$ cat config.mk
export PLATFORM = sky130hd
export DESIGN_NAME = calc_prog_loader
export DESIGN_NICKNAME = d
export VERILOG_FILES = /design/src/rtl/calc_pkg.sv /design/src/rtl/byte_packer.sv /design/src/rtl/calc_prog_loader.sv
export SDC_FILE = /design/constraint.sdc
export NUM_CORES = 1
export LEC_CHECK = 0
export CORE_ASPECT_RATIO = 2
export CORE_MARGIN = 2
export CORE_UTILIZATION = 41
export DETAILED_ROUTE_END_ITERATION = 8
export GPL_TIMING_DRIVEN = 0
export HOLD_SLACK_MARGIN = 0.02
export MAX_ROUTING_LAYER = met4
export PLACE_DENSITY = 0.76
export RECOVER_POWER = 100
export SLEW_MARGIN = 30
export SYNTH_ARGS = -nofsm -noshare
export SYNTH_HDL_FRONTEND = slang
export SYNTH_SLANG_ARGS = --single-unit
$ cat constraint.sdc
create_clock -name clk -period 1.7 [get_ports clk]
set_input_delay 0.17 -clock clk [delete_from_list [all_inputs] [get_ports clk]]
set_output_delay 0.17 -clock clk [all_outputs]
set_load 0.05 [all_outputs]
$ cat src/rtl/calc_pkg.sv
// -----------------------------------------------------------------------------
// calc_pkg
// Shared definitions for the RPN calculator and its host-side program loader:
// default instruction/address widths, the halt encoding, the opcode constants
// the calculator understands, and the loader state encoding.
// -----------------------------------------------------------------------------
package calc_pkg;

    // Default instruction/data width and code-memory address width.
    localparam int CALC_N = 16;
    localparam int CALC_M = 10;

    // Top two bits of an instruction word select its class.
    localparam logic [1:0] OP_PUSH     = 2'b00;   // low N-2 bits are a literal
    localparam logic [1:0] OP_RSVD     = 2'b01;
    localparam logic [1:0] OP_ALU      = 2'b10;   // low nibble selects the ALU op
    localparam logic [1:0] HALT_PREFIX = 2'b11;   // stop execution

    // ALU operation codes carried in the low nibble of an OP_ALU word.
    localparam logic [3:0] ALU_NOP = 4'h0;
    localparam logic [3:0] ALU_DUP = 4'h1;
    localparam logic [3:0] ALU_ADD = 4'h2;
    localparam logic [3:0] ALU_SUB = 4'h3;
    localparam logic [3:0] ALU_MUL = 4'h4;

    // Canonical halt word at the default width.
    localparam logic [CALC_N-1:0] HALT_WORD = {HALT_PREFIX, {(CALC_N-2){1'b0}}};

    // Loader states.
    typedef enum logic [2:0] {
        RX   = 3'd0,
        WR   = 3'd1,
        GO   = 3'd2,
        WAIT = 3'd3,
        OUT  = 3'd4
    } state_e;

    // True when the class bits of a word mark it as a halt.
    function automatic logic is_halt_prefix(input logic [1:0] cls);
        return (cls == HALT_PREFIX);
    endfunction

endpackage

$ cat src/rtl/byte_packer.sv
// -----------------------------------------------------------------------------
// byte_packer
// Collects N/8 bytes MSB-first into an N-bit word.
// Ports:
//   clk, nrst   clock and asynchronous active-low reset
//   byte_in     incoming byte
//   byte_en     byte is transferred this cycle
//   word        assembled word (valid in the cycle after word_done)
//   word_done   the byte transferred this cycle completes a word
// -----------------------------------------------------------------------------
module byte_packer import calc_pkg::*; #(
    parameter int N = CALC_N
) (
    input  logic         clk,
    input  logic         nrst,
    input  logic [7:0]   byte_in,
    input  logic         byte_en,
    output logic [N-1:0] word,
    output logic         word_done
);

    localparam int NB = N / 8;
    localparam int CW = (NB > 1) ? $clog2(NB) : 1;
    localparam logic [CW-1:0] CNT_LAST = CW'(NB - 1);

    logic [N-1:0]  word_q, word_d;
    logic [CW-1:0] cnt_q,  cnt_d;

    // Shift each accepted byte in from the right; strobe when the word fills.
    always_comb begin
        word_d    = word_q;
        cnt_d     = cnt_q;
        word_done = 1'b0;
        if (byte_en) begin
            word_d = {word_q[N-9:0], byte_in};
            if (cnt_q == CNT_LAST) begin
                cnt_d     = '0;
                word_done = 1'b1;
            end else begin
                cnt_d = cnt_q + CW'(1);
            end
        end else begin
            word_d = word_q;
        end
    end

    // Word and byte-counter registers; reset drops any partial word.
    always_ff @(posedge clk or negedge nrst) begin
        if (!nrst) begin
            word_q <= '0;
            cnt_q  <= '0;
        end else begin
            word_q <= word_d;
            cnt_q  <= cnt_d;
        end
    end

    assign word = word_q;

endmodule

$ cat src/rtl/calc_prog_loader.sv
// -----------------------------------------------------------------------------
// calc_prog_loader
// Receives a program as a byte stream, packs it into N-bit words, writes them
// into the steering block's code memory, starts the steering block and hands
// its top-of-stack result to the host.
// Ports:
//   clk, nrst                 clock, asynchronous active-low reset
//   in_data/in_valid/in_ready program byte stream (MSB-first words)
//   datain/addr/wr            code-memory write port
//   start                     one-cycle run request
//   ready/result              steering block idle flag and top of stack
//   res/res_err               captured result and truncation flag
//   res_valid/res_ready       result handshake towards the host
// -----------------------------------------------------------------------------
module calc_prog_loader import calc_pkg::*; #(
    parameter int N = CALC_N,
    parameter int M = CALC_M
) (
    input  logic         clk,
    input  logic         nrst,
    input  logic [7:0]   in_data,
    input  logic         in_valid,
    output logic         in_ready,
    output logic [N-1:0] datain,
    output logic [M-1:0] addr,
    output logic         wr,
    output logic         start,
    input  logic         ready,
    input  logic [N-1:0] result,
    output logic [N-1:0] res,
    output logic         res_err,
    output logic         res_valid,
    input  logic         res_ready
);

    localparam logic [N-1:0] HALT_W   = {HALT_PREFIX, {(N-2){1'b0}}};
    localparam logic [M-1:0] ADDR_MAX = {M{1'b1}};

    state_e       state_q, state_d;
    logic [M-1:0] addr_q, addr_d;
    logic [N-1:0] res_q, res_d;
    logic         res_err_q, res_err_d;

    logic         byte_en_s;
    logic         word_done_s;
    logic [N-1:0] word_s;
    logic         halt_s;
    logic         ovf_s;

    // Bytes are only taken while receiving; in_ready itself depends on state only.
    assign byte_en_s = in_valid && (state_q == RX);

    byte_packer #(.N(N)) u_packer (
        .clk       (clk),
        .nrst      (nrst),
        .byte_in   (in_data),
        .byte_en   (byte_en_s),
        .word      (word_s),
        .word_done (word_done_s)
    );

    // A non-halt word landing in the last code slot is replaced by a halt so
    // the program always terminates and the address never wraps.
    assign halt_s = is_halt_prefix(word_s[N-1:N-2]);
    assign ovf_s  = !halt_s && (addr_q == ADDR_MAX);

    // Next-state, address, result and error-flag logic.
    always_comb begin
        state_d   = state_q;
        addr_d    = addr_q;
        res_d     = res_q;
        res_err_d = res_err_q;
        case (state_q)
            RX: begin
                if (word_done_s) begin
                    state_d = WR;
                end else begin
                    state_d = RX;
                end
            end
            WR: begin
                if (halt_s) begin
                    state_d = GO;
                end else if (ovf_s) begin
                    res_err_d = 1'b1;
                    state_d   = GO;
                end else begin
                    addr_d  = addr_q + M'(1);
                    state_d = RX;
                end
            end
            GO: begin
                state_d = WAIT;
            end
            WAIT: begin
                // The steering block is already busy in the first WAIT cycle,
                // so the first ready seen here marks the end of the run.
                if (ready) begin
                    res_d   = result;
                    state_d = OUT;
                end else begin
                    state_d = WAIT;
                end
            end
            OUT: begin
                if (res_ready) begin
                    addr_d    = '0;
                    res_err_d = 1'b0;
                    state_d   = RX;
                end else begin
                    state_d = OUT;
                end
            end
            default: begin
                state_d = RX;
            end
        endcase
    end

    // State, address, result and error registers.
    always_ff @(posedge clk or negedge nrst) begin
        if (!nrst) begin
            state_q   <= RX;
            addr_q    <= '0;
            res_q     <= '0;
            res_err_q <= 1'b0;
        end else begin
            state_q   <= state_d;
            addr_q    <= addr_d;
            res_q     <= res_d;
            res_err_q <= res_err_d;
        end
    end

    // Outputs come from registers or a decode of the state register only.
    assign in_ready  = (state_q == RX);
    assign wr        = (state_q == WR);
    assign start     = (state_q == GO);
    assign res_valid = (state_q == OUT);
    assign datain    = ovf_s ? HALT_W : word_s;
    assign addr      = addr_q;
    assign res       = res_q;
    assign res_err   = res_err_q;

endmodule

Yosys cells after proc, flatten, opt, wreduce, memory -nomap -nowiden
Index checks and enable logic that the tools add are counted.
{"block": "totals", "regBits": 47, "input_bits": 29, "out_inout_bits": 47, "elab_cells": 44}
{"block": "op_classes", "add_sub_neg": 2, "eq_ne": 10, "mux": 18, "reduce_logical": 8}
{"op": "10-bit two-way mux", "count": 3}
{"op": "10-bit case mux with 2 select lines", "count": 1}
{"op": "16-bit two-way mux", "count": 1}
{"op": "3-bit case mux with 5 select lines", "count": 1}
{"op": "10-bit by 1-bit adder with 10-bit output (second input constant)", "count": 1}
{"op": "10-bit equality test (second input constant)", "count": 1}
{"op": "4-bit AND reduction", "count": 2}
{"op": "1-bit two-way mux", "count": 7}
{"op": "3-bit by 2-bit equality test with 1-bit output (second input constant)", "count": 2}
{"op": "3-bit two-way mux", "count": 2}
{"op": "2-bit two-way mux", "count": 2}
{"op": "2-bit by 1-bit != test with 1-bit output (second input constant)", "count": 2}
{"op": "2-bit != test (second input constant)", "count": 2}
{"op": "3-bit by 1-bit equality test with 1-bit output (second input constant)", "count": 1}
{"op": "3-bit equality test (second input constant)", "count": 1}
{"op": "3-bit logical NOT", "count": 1}
{"op": "2-bit equality test (second input constant)", "count": 1}
{"op": "1-bit logical AND", "count": 2}
{"op": "1-bit case mux with 2 select lines", "count": 1}
{"op": "2-bit AND reduction", "count": 1}
{"op": "2-bit nonzero test", "count": 1}
{"op": "1-bit adder (second input constant)", "count": 1}
{"op": "1-bit logical NOT", "count": 1}

Longest topological paths before layout
{"block": "logic_depth", "depth_word": 6, "depth_mapped": 7, "depth_no_buf": 5}

Modules after synthesis
From an unflattened synthesis, not the netlist that was laid out.
{"block": "hier_totals", "hier_cells": 177, "area_unflattened_um2": 2204.6}
{"module": "calc_prog_loader", "n_inst": 1, "cells_per_inst": 140, "area_each_um2": 1521.5, "seq_area_each_um2": 750.7}
{"module": "byte_packer", "n_inst": 1, "cells_per_inst": 37, "area_each_um2": 683.2, "seq_area_each_um2": 425.4}

Worst setup path before layout
No wires, ideal clock.
{"block": "synth_path", "kind": "register to register", "from": "register state_q[1]", "to": "register u_packer.word_q[7] (netlist: u_packer.word[7])", "setup_time_ps": 125, "arrival_ps": 2490, "required_ps": 1575, "slack_ps": -915, "path_stages_with_launch": 7, "n_path_buf": 3, "period_less_slack_ps": 2615, "path_cell_list": "dfrtp_1 buf_6 nor3_1 and2_1 buf_4 buf_6 mux2_2"}
{"block": "synth_between", "elab_chain_cells": 2}
{"item": "from (decl)", "line": "calc_prog_loader.sv:39", "text": "state_e state_q, state_d;"}
{"item": "from (signal assigned)", "line": "calc_prog_loader.sv:128", "text": "state_q <= state_d;"}
{"item": "3-bit logical NOT"}
{"item": "via in_ready", "line": "calc_prog_loader.sv:23", "text": "output logic in_ready,"}
{"item": "1-bit logical AND", "line": "calc_prog_loader.sv:51", "text": "assign byte_en_s = in_valid && (state_q == RX);"}
{"item": "to (signal assigned)", "line": "byte_packer.sv:53", "text": "word_q <= word_d;"}
{"item": "to (decl)", "line": "byte_packer.sv:26", "text": "logic [N-1:0] word_q, word_d;"}
The timed path passes the listed nets, and every way through them passes these cells.
A chain may end at the register's enable or synchronous reset.

Worst setup path after layout
{"block": "layout_path", "from": "register addr_q[0] (netlist: addr[0])", "to": "output port datain[8]"}
{"block": "layout_between", "elab_chain_cells": 3}
{"item": "from (decl)", "line": "calc_prog_loader.sv:40", "text": "logic [M-1:0] addr_q, addr_d;"}
{"item": "from (signal assigned)", "line": "calc_prog_loader.sv:129", "text": "addr_q <= addr_d;"}
{"item": "10-bit equality test", "line": "calc_prog_loader.sv:65", "text": "assign ovf_s = !halt_s && (addr_q == ADDR_MAX);"}
{"item": "1-bit logical AND", "line": "calc_prog_loader.sv:65"}
{"item": "16-bit two-way mux", "line": "calc_prog_loader.sv:140", "text": "assign datain = ovf_s ? HALT_W : word_s;"}
{"item": "to (decl)", "line": "calc_prog_loader.sv:24", "text": "output logic [N-1:0] datain,"}
No other way between the ends.

==> impl_metrics.toml <==
[synth]
synth_compound_area_frac = 0.0868
synthAdderAreaFrac = 0.00567
synth_ff_type = "dfrtp_1"
ys_ff_latch = 47
synthCells = 180
synth_top_area_cell = "dfrtp_1"
synth-simple-area-share = 0.163
syn_area_um2 = 2210
netlist.area_leader.share = 0.533
synthMuxAreaShare = 0.172
synth_area_per_cell_um2 = 12.3
synth_top_family_by_area = "multiplexers"
yosysUniqueCellTypes = 42
seq_area_frac_synth = 0.533
synth_fp_nets = 210
synth_area_leaders = "dfrtp_1 53%, mux2_2 16%, nor2b_1 4.3%"
synth_xor_area_frac = 0.00397
synth-edff-count = 0
ys_warn_count = 0
async_flop_share = 1.00

[timing]
slew_headroom = 0.237
hold_viol_final = 0
timing.final.ws_setup_ns = -0.443
setup_violations = 30
slew_violations = 0
max_freq_mhz = 467
holdWs_ns = 0.461
post-route-period-util = 1.26
rsz0062_at_grt = "yes"
worst_slew_pin_slew_ns = 1.14
skew_ns = 0.00856
layout_min_cycle_time_ns = 2.14

[finish]
diodes = 0
fin_area_um2 = 3610
nets = 313
areaGrowthSynthToFinish_pct = 63.5
drive_gt1_frac = 0.465
instances_no_fill = 342
layout_common_cells = "43 x clkdlybuf4s50_1, 36 x dfrtp_1, 18 x buf_4"
n_fill_cell = 400
final_common_cell = "clkdlybuf4s50_1"

[detailed_routing]
first_iter_violations = 33
vias = 1813
postRouteAntennaNets = 0
avgViaCountPerCell = 5.30
dr.pass1.iters = 4
avgRoutedWirePerCell_um = 16.3
drt-total-wl_mm = 5.57
post-route-drc-count = 0

[critical_path]
arrival_ns = 1.97
critPathMaxFanout = 5
cp-start-kind = "flip-flop"
worstPathRequired_ns = 1.53
endpoint_kind = "output pin"
crit_type = "flip-flop to output pin"

[placement]
dp_hpwl_mm = 3.88
gp_congestion = 0.802
place_area_um2 = 3240
dp.cells = 313
pre_cts_ws_ns = -0.813
port_buffers = 75

[clock_tree]
cts_sinks = 47
cts_tree = "yes"
cts_buffers = 5
clock_path_buffers = 2
clock_latency_ns = 0.30
clk_pin_slew_ns = 0.09
cts-root-buf = "clkbuf_8"
h-tree-depth = 2

[global_routing]
grt_pass1_wl_mm = 9.26
grt_max_degree = 48
grt_usage = 0.204
antenna_found_initial = 0
grt_pass1_vias = 1905
grt_overflow = 0

[floorplanning]
core_region_area_um2 = 5180
chipWidth_um = 55.9
io_pins = 76
die_h_um = 108
num_rows = 37
initial_core_util = 0.425
dieArea_um2 = 6020

[outcome]
status = "finished with violations"
violations = "negative setup slack"

[min_path]
min_path_type = "primary input to flip-flop"

[job]
drv_cap = 0
## through the flow
stage	TNS [ns]	utilization
after global routing	-10.22	0.696
final	-6.82	0.696
after CTS	-7.54	0.689
after detailed placement	-12.65	0.625
after global placement	-56.51	0.626
after floorplan	-4.64	-
## registers in the layout, indices dropped and copies added, names as in the netlist
| register | flops |
|---|---|
| res | 16 |
| res_err | 1 |
| state_q | 3 |
| u_packer.cnt_q | 1 |
| addr | 10 |
| u_packer.word | 16 |
## cell type report
cell class	count	area (um^2)	share of cell area
Buffer	5	55.1	0.0153
Clock buffer	6	82.6	0.0229
Clock inverter	2	35.0	0.00971
Inverter	5	30.0	0.00832
Multi-Input combinational cell	121	1160	0.323
Sequential cell	47	1190	0.330
Tap cell	58	72.6	0.0201
Timing Repair Buffer	98	977	0.271
## cells by family after synthesis
| kind of cell | count (synthesis) |
|---|---|
| simple gates | 57 |
| mux | 34 |
| flops | 47 |
| buf+inv | 12 |
| compound gates | 28 |
| fa+ha+maj | 1 |
| xor+xnor | 1 |
## what timing repair did
| item | in CTS | in global routing |
|---|---|---|
| hold buffers | 1 | 0 |
| buffers inserted | 13 | 9 |
| hold endpoints to repair | 47 | 0 |
| endpoints found under the setup margin | 37 | 33 |
| cloned | 1 | 0 |
| gates resized for setup | 153 | 14 |
| pin swaps | 6 | 6 |
## worst paths after layout
| path | start | endpoint | slack, ns | depth (start not counted) |
|---|---|---|---|---|
| worst min-delay path | res_ready | state_q[2]$_DFF_PN0_ | 0.46 | 2 |
| max in group asynchronous | nrst | addr[4]$_DFFE_PN0P_ | 0.29 | 2 |
| min in group asynchronous | nrst | u_packer.word[0]$_DFFE_PN0N_ | 0.63 | 2 |
| worst min register to register | u_packer.cnt_q$_DFFE_PN0N_ | u_packer.cnt_q$_DFFE_PN0N_ | 0.48 | 1 |
| worst max register to register | addr[0]$_DFFE_PN0P_ | addr[2]$_DFFE_PN0P_ | -0.12 | 8 |
| worst max-delay path | addr[0]$_DFFE_PN0P_ | datain[8] | -0.44 | 8 |
## metal layers
layer | GRT usage | part of all wire | up-vias
li1 | - | - | 847
met1 | 0.206 | 0.34 | 910
met2 | 0.387 | 0.60 | 47
met3 | 0.0385 | 0.033 | 9
met4 | 0.0714 | 0.022 | 0
met5 | - | 0 | -
## worst max-delay path, cell delays in order, from the launching register on
cell     delay [ns]
dfrtp_2        0.41
ha_4           0.15
nand3_4        0.08
or3_4          0.44
nor2_8         0.13
buf_12         0.13
buf_12         0.13
nor2b_4        0.04
buf_6          0.14
## synth_stat cells, types with 2 or more instances
library cell	n
dfrtp_1	47
mux2_2	32
nor2b_1	15
nand2_1	8
a31oi_1	7
a21oi_1	5
nand3_1	5
o21ai_0	5
inv_1	4
buf_6	3
nor2_1	3
nor3_1	3
and2_1	2
and3_1	2
buf_2	2
buf_4	2
mux2i_1	2
nand2b_1	2
nand3_2	2
nand4_1	2
nor3b_1	2
o21a_1	2
o31a_1	2
or2_2	2
or3_1	2
Power is left out: the tool's default activity adds up to more than one toggle a clock period on the data nets, which glitch-free logic cannot reach.
